==> src/rtl/mul_div_unit.sv <==
// Iterative RV32M multiply/divide unit: one bit per clock, shift-add multiply and
// restoring divide on a shared 64-bit accumulator, with a start/busy/done handshake.
module mul_div_unit #(
  parameter int WIDTH = 32
) (
  input  logic             clk,
  input  logic             reset,
  input  logic             start,
  input  logic [2:0]       funct3,
  input  logic [WIDTH-1:0] op_a,
  input  logic [WIDTH-1:0] op_b,
  output logic             busy,
  output logic             done,
  output logic [WIDTH-1:0] result
);

  localparam int CNT_W = $clog2(WIDTH);
  localparam logic [CNT_W-1:0] LAST_ITER = CNT_W'(WIDTH - 1);

  // state    | meaning
  // S_IDLE   | waiting for start, operands captured on start
  // S_MUL    | one shift-add step per clock
  // S_DIV    | one restoring-divide step per clock
  // S_FINISH | sign-correct, register result, pulse done
  typedef enum logic [1:0] {S_IDLE, S_MUL, S_DIV, S_FINISH} state_t;

  state_t             state_q, state_d;
  logic [2:0]         f3_q, f3_d;
  logic [WIDTH-1:0]   b_q, b_d;
  logic [2*WIDTH-1:0] acc_q, acc_d;
  logic [CNT_W-1:0]   cnt_q, cnt_d;
  logic               neg_q, neg_d;
  logic               rem_neg_q, rem_neg_d;
  logic               special_q, special_d;
  logic [WIDTH-1:0]   special_val_q, special_val_d;
  logic [WIDTH-1:0]   result_q, result_d;
  logic               done_q, done_d;

  logic               a_signed, b_signed, a_neg, b_neg;
  logic [WIDTH-1:0]   a_mag, b_mag;
  logic               div_by_zero, div_ovf;
  logic [WIDTH:0]     mul_sum;
  logic [WIDTH:0]     rem_sh;
  logic               rem_ge;
  logic [WIDTH-1:0]   rem_diff;
  logic [2*WIDTH-1:0] prod_signed;
  logic [WIDTH-1:0]   quo_signed, rem_signed, fin_val;

  always_comb begin
    a_signed    = (funct3 == 3'b001) || (funct3 == 3'b010) ||
                  (funct3 == 3'b100) || (funct3 == 3'b110);
    b_signed    = (funct3 == 3'b001) || (funct3 == 3'b100) || (funct3 == 3'b110);
    a_neg       = a_signed && op_a[WIDTH-1];
    b_neg       = b_signed && op_b[WIDTH-1];
    a_mag       = a_neg ? -op_a : op_a;
    b_mag       = b_neg ? -op_b : op_b;
    div_by_zero = (op_b == '0);
    div_ovf     = !funct3[0] && (op_a == {1'b1, {(WIDTH-1){1'b0}}}) &&
                  (op_b == {WIDTH{1'b1}});

    mul_sum  = {1'b0, acc_q[2*WIDTH-1:WIDTH]} + (acc_q[0] ? {1'b0, b_q} : '0);
    // Shifted partial remainder can exceed WIDTH bits, but the difference never does.
    rem_sh   = acc_q[2*WIDTH-1:WIDTH-1];
    rem_ge   = rem_sh >= {1'b0, b_q};
    rem_diff = rem_sh[WIDTH-1:0] - b_q;

    prod_signed = neg_q ? -acc_q : acc_q;
    quo_signed  = neg_q ? -acc_q[WIDTH-1:0] : acc_q[WIDTH-1:0];
    rem_signed  = rem_neg_q ? -acc_q[2*WIDTH-1:WIDTH] : acc_q[2*WIDTH-1:WIDTH];
    if (special_q)          fin_val = special_val_q;
    else if (f3_q == 3'b000) fin_val = prod_signed[WIDTH-1:0];
    else if (!f3_q[2])       fin_val = prod_signed[2*WIDTH-1:WIDTH];
    else if (!f3_q[1])       fin_val = quo_signed;
    else                     fin_val = rem_signed;
  end

  always_comb begin
    state_d       = state_q;
    f3_d          = f3_q;
    b_d           = b_q;
    acc_d         = acc_q;
    cnt_d         = cnt_q;
    neg_d         = neg_q;
    rem_neg_d     = rem_neg_q;
    special_d     = special_q;
    special_val_d = special_val_q;
    result_d      = result_q;
    done_d        = 1'b0;

    unique case (state_q)
      S_IDLE: begin
        if (start) begin
          f3_d          = funct3;
          b_d           = b_mag;
          acc_d         = {{WIDTH{1'b0}}, a_mag};
          neg_d         = a_neg ^ b_neg;
          rem_neg_d     = a_neg;
          cnt_d         = '0;
          special_d     = 1'b0;
          special_val_d = '0;
          if (!funct3[2]) begin
            state_d = S_MUL;
          end else if (div_by_zero) begin
            special_d     = 1'b1;
            special_val_d = funct3[1] ? op_a : {WIDTH{1'b1}};
            state_d       = S_FINISH;
          end else if (div_ovf) begin
            special_d     = 1'b1;
            special_val_d = funct3[1] ? '0 : {1'b1, {(WIDTH-1){1'b0}}};
            state_d       = S_FINISH;
          end else begin
            state_d = S_DIV;
          end
        end
      end
      S_MUL: begin
        acc_d = {mul_sum, acc_q[WIDTH-1:1]};
        cnt_d = cnt_q + 1'b1;
        if (cnt_q == LAST_ITER) state_d = S_FINISH;
      end
      S_DIV: begin
        acc_d = rem_ge ? {rem_diff, acc_q[WIDTH-2:0], 1'b1}
                       : {rem_sh[WIDTH-1:0], acc_q[WIDTH-2:0], 1'b0};
        cnt_d = cnt_q + 1'b1;
        if (cnt_q == LAST_ITER) state_d = S_FINISH;
      end
      S_FINISH: begin
        result_d = fin_val;
        done_d   = 1'b1;
        state_d  = S_IDLE;
      end
      default: state_d = S_IDLE;
    endcase
  end

  always_ff @(posedge clk) begin
    if (reset) begin
      state_q       <= S_IDLE;
      f3_q          <= '0;
      b_q           <= '0;
      acc_q         <= '0;
      cnt_q         <= '0;
      neg_q         <= 1'b0;
      rem_neg_q     <= 1'b0;
      special_q     <= 1'b0;
      special_val_q <= '0;
      result_q      <= '0;
      done_q        <= 1'b0;
    end else begin
      state_q       <= state_d;
      f3_q          <= f3_d;
      b_q           <= b_d;
      acc_q         <= acc_d;
      cnt_q         <= cnt_d;
      neg_q         <= neg_d;
      rem_neg_q     <= rem_neg_d;
      special_q     <= special_d;
      special_val_q <= special_val_d;
      result_q      <= result_d;
      done_q        <= done_d;
    end
  end

  assign busy   = (state_q != S_IDLE);
  assign done   = done_q;
  assign result = result_q;

endmodule
==> config.mk <==
export PLATFORM = sky130hd
export DESIGN_NAME = mul_div_unit
export DESIGN_NICKNAME = d
export VERILOG_FILES = /design/src/rtl/mul_div_unit.sv
export SDC_FILE = /design/constraint.sdc
export NUM_CORES = 1
export LEC_CHECK = 0
export ABC_AREA = 0
export CORE_MARGIN = 2
export CORE_UTILIZATION = 55
export CTS_CLUSTER_DIAMETER = 120
export DETAILED_ROUTE_END_ITERATION = 16
export PLACE_DENSITY = 0.78
export RECOVER_POWER = 50
export REMOVE_ABC_BUFFERS = 1
export SETUP_SLACK_MARGIN = 0.3
export SYNTH_ARGS = -nofsm -noshare
export SYNTH_HDL_FRONTEND = slang
export SYNTH_SLANG_ARGS = --single-unit
==> constraint.sdc <==
create_clock -name clk -period 3.7 [get_ports clk]
set_input_delay 0.37 -clock clk [delete_from_list [all_inputs] [get_ports clk]]
set_output_delay 0.37 -clock clk [all_outputs]
set_load 0.02 [all_outputs]
* After elaboration in Yosys (flattened, before gate mapping)
Index checks and enable logic that the tools add are counted.
Word-level totals: word-level logic and storage cells 84, input port bits 70, output and inout bits 34, bits in registers 174
Cells by class: add/sub/neg operators 8, $lt $le $gt $ge 1, reduce and logical (&&, ||, !) cells 21, mux-type cells 30, equality and inequality tests 12, bitwise operators 1
Operators by type and width (number):
- 32-bit two-way mux | 14
- 64-bit two-way mux | 3
- 64-bit case mux with 3 select lines | 1
- 32-bit negation | 4
- 32-bit == test (second input constant) | 2
- 64-bit negation | 1
- 32-bit by 32-bit adder with 33-bit output | 1
- 33-bit by 32-bit greater-or-equal comparator with 1-bit output | 1
- 32-bit logical NOT | 1
- 32-bit subtractor | 1
- 5-bit case mux with 2 select lines | 1
- 2-bit AND reduction | 4
- 3-bit == test (second input constant) | 2
- 1-bit two-way mux | 6
- 2-bit two-way mux | 3
- 2-bit case mux with 3 select lines | 1
- 5-bit by 1-bit adder with 5-bit output (second input constant) | 1
- 5-bit == test (second input constant) | 1
- 1-bit logical OR | 5
- 5-bit two-way mux | 1
- 2-bit == test (second input constant) | 2
- 1-bit logical AND | 4
- 2-bit nonzero test | 2
- 3-bit by 1-bit == test with 1-bit output (second input constant) | 1
- 10 further kinds | 10

* Logic depth before layout (Yosys ltp)
depth after elaboration 8, depth in mapped cells 16, mapped depth without buffers 14

* Least setup slack after synthesis
OpenSTA, ideal clock, no wires.
path type reg2reg, start reg acc_q[0], end reg acc_q[62], path slack 0.272 ns, arrival 3.294 ns, library setup time 0.133 ns, path buffers 2, data required time 3.567 ns, stages on the path, launching flop included 16, period minus slack after synthesis 3.428 ns, cells stage by stage dfxtp_1 clkbuf_1 inv_1 clkbuf_1 nor2_1 ha_1 a21oi_1 o2111ai_1 a221o_1 or3_1 o21ai_0 o211ai_1 a21oi_1 xnor2_1 a222oi_1 o21ai_0
On the way: cells in the longest elaborated chain, start to end 3
RTL lines:
- start, declared | line 30 | logic [2*WIDTH-1:0] acc_q, acc_d;
- start signal, assigned | line 141 | acc_q <= '0;
- start signal, assigned | line 153 | acc_q <= acc_d;
- 32-bit two-way mux | line 61 | mul_sum = {1'b0, acc_q[2*WIDTH-1:WIDTH]} + (acc_q[0] ? {1'b0, b_q} : '0);
- 32-bit by 32-bit adder with 33-bit output | line 61
- 64-bit case mux with 3 select lines | line 90 | unique case (state_q)
No other way between the ends. A chain may end at the register's enable or synchronous reset.

* Worst setup path after layout
start reg acc_q[20], end reg result_q[25] (netlist: result[25])
On the way: cells in the longest elaborated chain, start to end 6, elaborated cells on any way between the ends 8, classes of those cells 2 x add/sub; 6 x mux
RTL lines:
- 32-bit negation | line 68 | quo_signed = neg_q ? -acc_q[WIDTH-1:0] : acc_q[WIDTH-1:0];
- 32-bit two-way mux | line 68
- 32-bit two-way mux | line 73 | else if (!f3_q[1]) fin_val = quo_signed;
- 32-bit two-way mux | line 72 | else if (!f3_q[2]) fin_val = prod_signed[2*WIDTH-1:WIDTH];
- 32-bit two-way mux (*) | line 71 | else if (f3_q == 3'b000) fin_val = prod_signed[WIDTH-1:0];
- 32-bit two-way mux (*) | line 70 | if (special_q) fin_val = special_val_q;
- end signal, assigned | line 159 | result_q <= result_d;
- end, declared | line 36 | logic [WIDTH-1:0] result_q, result_d;
Mark *: on every way between the ends. The rest lies on a longest branch, timed or not.

==> reports/metrics.yaml <==
status:
  outcome: "completed"
clock_tree:
  clkLatencyLatePin_ps: 450
  clock-sinks: 174
  ctsLongestPathBuffers: 2
  cts.clk_slew.worst_paths_ps: 70
  cts-root-buf: "clkbuf_16"
  cts_tree: "done"
  cts_max_level: 4
  numCtsBuffers: 17
synthesis:
  synthSimpleGateAreaFrac: 0.207
  yosys.area_share.adder: 0.0664
  synth.avg_cell_area_um2: 7.20
  synth_top_area_frac: 0.236
  synth_seq_area_share: 0.236
  netlist_top_cells_count: "nand2_1 (233), a21oi_1 (189), dfxtp_1 (174), o21ai_0 (174), nor2_1 (168)"
  synth_top_family_by_area: "compound AO/OA/AOI/OAI gates"
  synth_async_sr_flop_share: 0
  synth_area_leader_cell: "dfxtp_1"
  synth_xor_area_frac: 0.109
  ys_warn_count: 0
  netlist_area_um2: 14700
  synth-edff-count: 0
  synthFlopType: "dfxtp_1"
  synth_cell_types: 71
  ys_ff_latch: 174
  synth_most_common_cell: "nand2_1"
  synthMuxAreaShare: 0.0161
  synthCells: 2046
  synth-compound-area-share: 0.306
  synthTopCellsByArea: "dfxtp_1 (24%), a21oi_1 (6.4%), ha_1 (6.4%), nand2_1 (5.9%), o21ai_0 (5.9%)"
setup_path:
  cp_max_fo: 8
  end_kind: "flop"
  crit_type: "reg2reg"
  arrival_ps: 3770
  cp_data_required_time_ps: 4020
  start_kind: "flop"
timing:
  finalHoldViolations: 0
  slew_violations: 0
  fmax_mhz: 290
  clock-skew-final_ps: 18.2
  final-setup-viol-count: 0
  tns_ps: 0
  tightestPinTransition_ps: 1360
  period_minus_slack_ps: 3450
  slew-limit-headroom: 0.0940
  min_period_over_period: 0.932
  rsz0062_at_grt: "true"
placed_design:
  dpl_cell_area_um2: 16400
  gp_congestion: 0.987
  dp_hpwl_mm: 35.8
  io_buffers: 103
grt:
  grtUsageTotal: 0.343
  grt_overflow: 0
  grt_first_pass_wirelength_mm: 78.1
  antenna_found_initial: 0
  grt_pass1_vias: 14600
  grt_max_degree: 109
cells_and_area:
  n_antenna_cell: 0
  syn_to_final_growth_pct: 16.2
  drive_gt1_frac: 0.0895
  multiInputGateArea_um2: 10500
  nets: 2259
  fillerInstances: 2305
  final_util: 0.653
  fin_area_um2: 17100
  ff_latch_area_um2: 3490
flow_run:
  drv_cap: 0
hold_path:
  hold_class: "in2reg"
routing:
  drt_iter0_markers: 1910
  firstDrtPassIters: 9
  routed_wl_mm: 50.1
  vias: 16200
  antenna_left: 0
  post_drt_wl_per_cell_um: 20.4
  drc: 0
  viasPerCell: 6.59
floorplan:
  core_area_um2: 26200
  die_h_um: 168
  die-area_um2: 28100
  num_rows: 59
  fp.dieW_um: 168
  ioPinCount: 104
  initial_core_util: 0.562
pwr:
  power.leakage_nw: 6.77
  peakVddDrop_uv: 749
  p_total_mw: 9.15
  powerDensity_nw_per_um2: 535
per-layer routing:
metal	vias up	global-route usage	routed length, um
li1	7585	-	-
met1	7631	0.467	21300
met2	850	0.541	22700
met3	130	0.0567	4460
met4	0	0.138	1690
met5	-	0	0
sequential cells by signal (all words and copies together), names as in the netlist:
name / count
acc_q: 64
b_q: 32
result: 32
special_val_q: 32
cnt_q: 5
f3_q: 3
state_q: 2
done: 1
neg_q: 1
rem_neg_q: 1
special_q: 1
where the power goes:
part           switching (mW)  internal, mW
Clock                   0.893          1.10
Combinational            2.95          1.70
Sequential              0.357          2.15
what timing repair did:
| item | in CTS | in global routing |
|---|---|---|
| endpoints found under the setup margin | 14 | 36 |
| pin swaps | 0 | 6 |
| resized for setup | 9 | 39 |
| hold buffers | 0 | 0 |
| cloned | 0 | 1 |
| setup buffers | 1 | 2 |
per-stage QoR:
| stage | hold WS (ps) | std cells | setup slack, ps |
|---|---|---|---|
| floorplan | 422 | 1889 | -859 |
| global placement | 437 | 2424 | 189 |
| detailed placement | 442 | 2424 | 60.1 |
| CTS | 378 | 2456 | 289 |
| global route | 405 | 2459 | 129 |
| finish | 379 | 2459 | 251 |
logic make-up after synthesis:
logic type / count (synthesis)
simple gates: 647
xor+xnor: 184
mux: 23
fa+ha+maj: 77
compound gates: 714
flops: 174
buf+inv: 227
critical path, stage by stage (launching register included):
cell and delay (ps):
dfxtp_1 400, or4_1 600, or3_4 360, or3_4 370
or3_1 490, or2_4 320, o21a_1 170, o21ai_1 160
a221oi_2 110, a2111oi_2 260, nor3_1 70
cell usage in the layout (no fill, tap or decap), types with 48 or more instances in the layout:
cell type	count
clkdlybuf4s50_1	66
dfxtp_1	171
inv_1	69
nor2_1	168
o21ai_0	168
ha_1	72
a22oi_1	51
nand2_1	233
xnor2_1	86
a21oi_1	186
xor2_1	98
a211oi_1	48
buf_4	91
worst paths after layout:
path,startpoint,endpoint,slack (ps),depth (start not counted)
min,reset,cnt_q[0]$_SDFFE_PP0P_,380,2
min reg2reg,special_val_q[20]$_SDFFE_PP0P_,special_val_q[20]$_SDFFE_PP0P_,450,2
max reg2reg,acc_q[20]$_SDFFE_PP0P_,result[25]$_SDFFE_PP0P_,250,10
max,acc_q[20]$_SDFFE_PP0P_,result[25]$_SDFFE_PP0P_,250,10
final cells by class:
| cell class | count | area share |
|---|---|---|
| Clock inverter | 13 | 0.0103 |
| Timing Repair inverter | 1 | 0.000292 |
| Clock buffer | 18 | 0.0257 |
| Multi-Input combinational cell | 1645 | 0.615 |
| Timing Repair Buffer | 203 | 0.105 |
| Tap cell | 335 | 0.0245 |
| Inverter | 70 | 0.0156 |
| Sequential cell | 174 | 0.204 |
(Power assumes the default switching activity.)
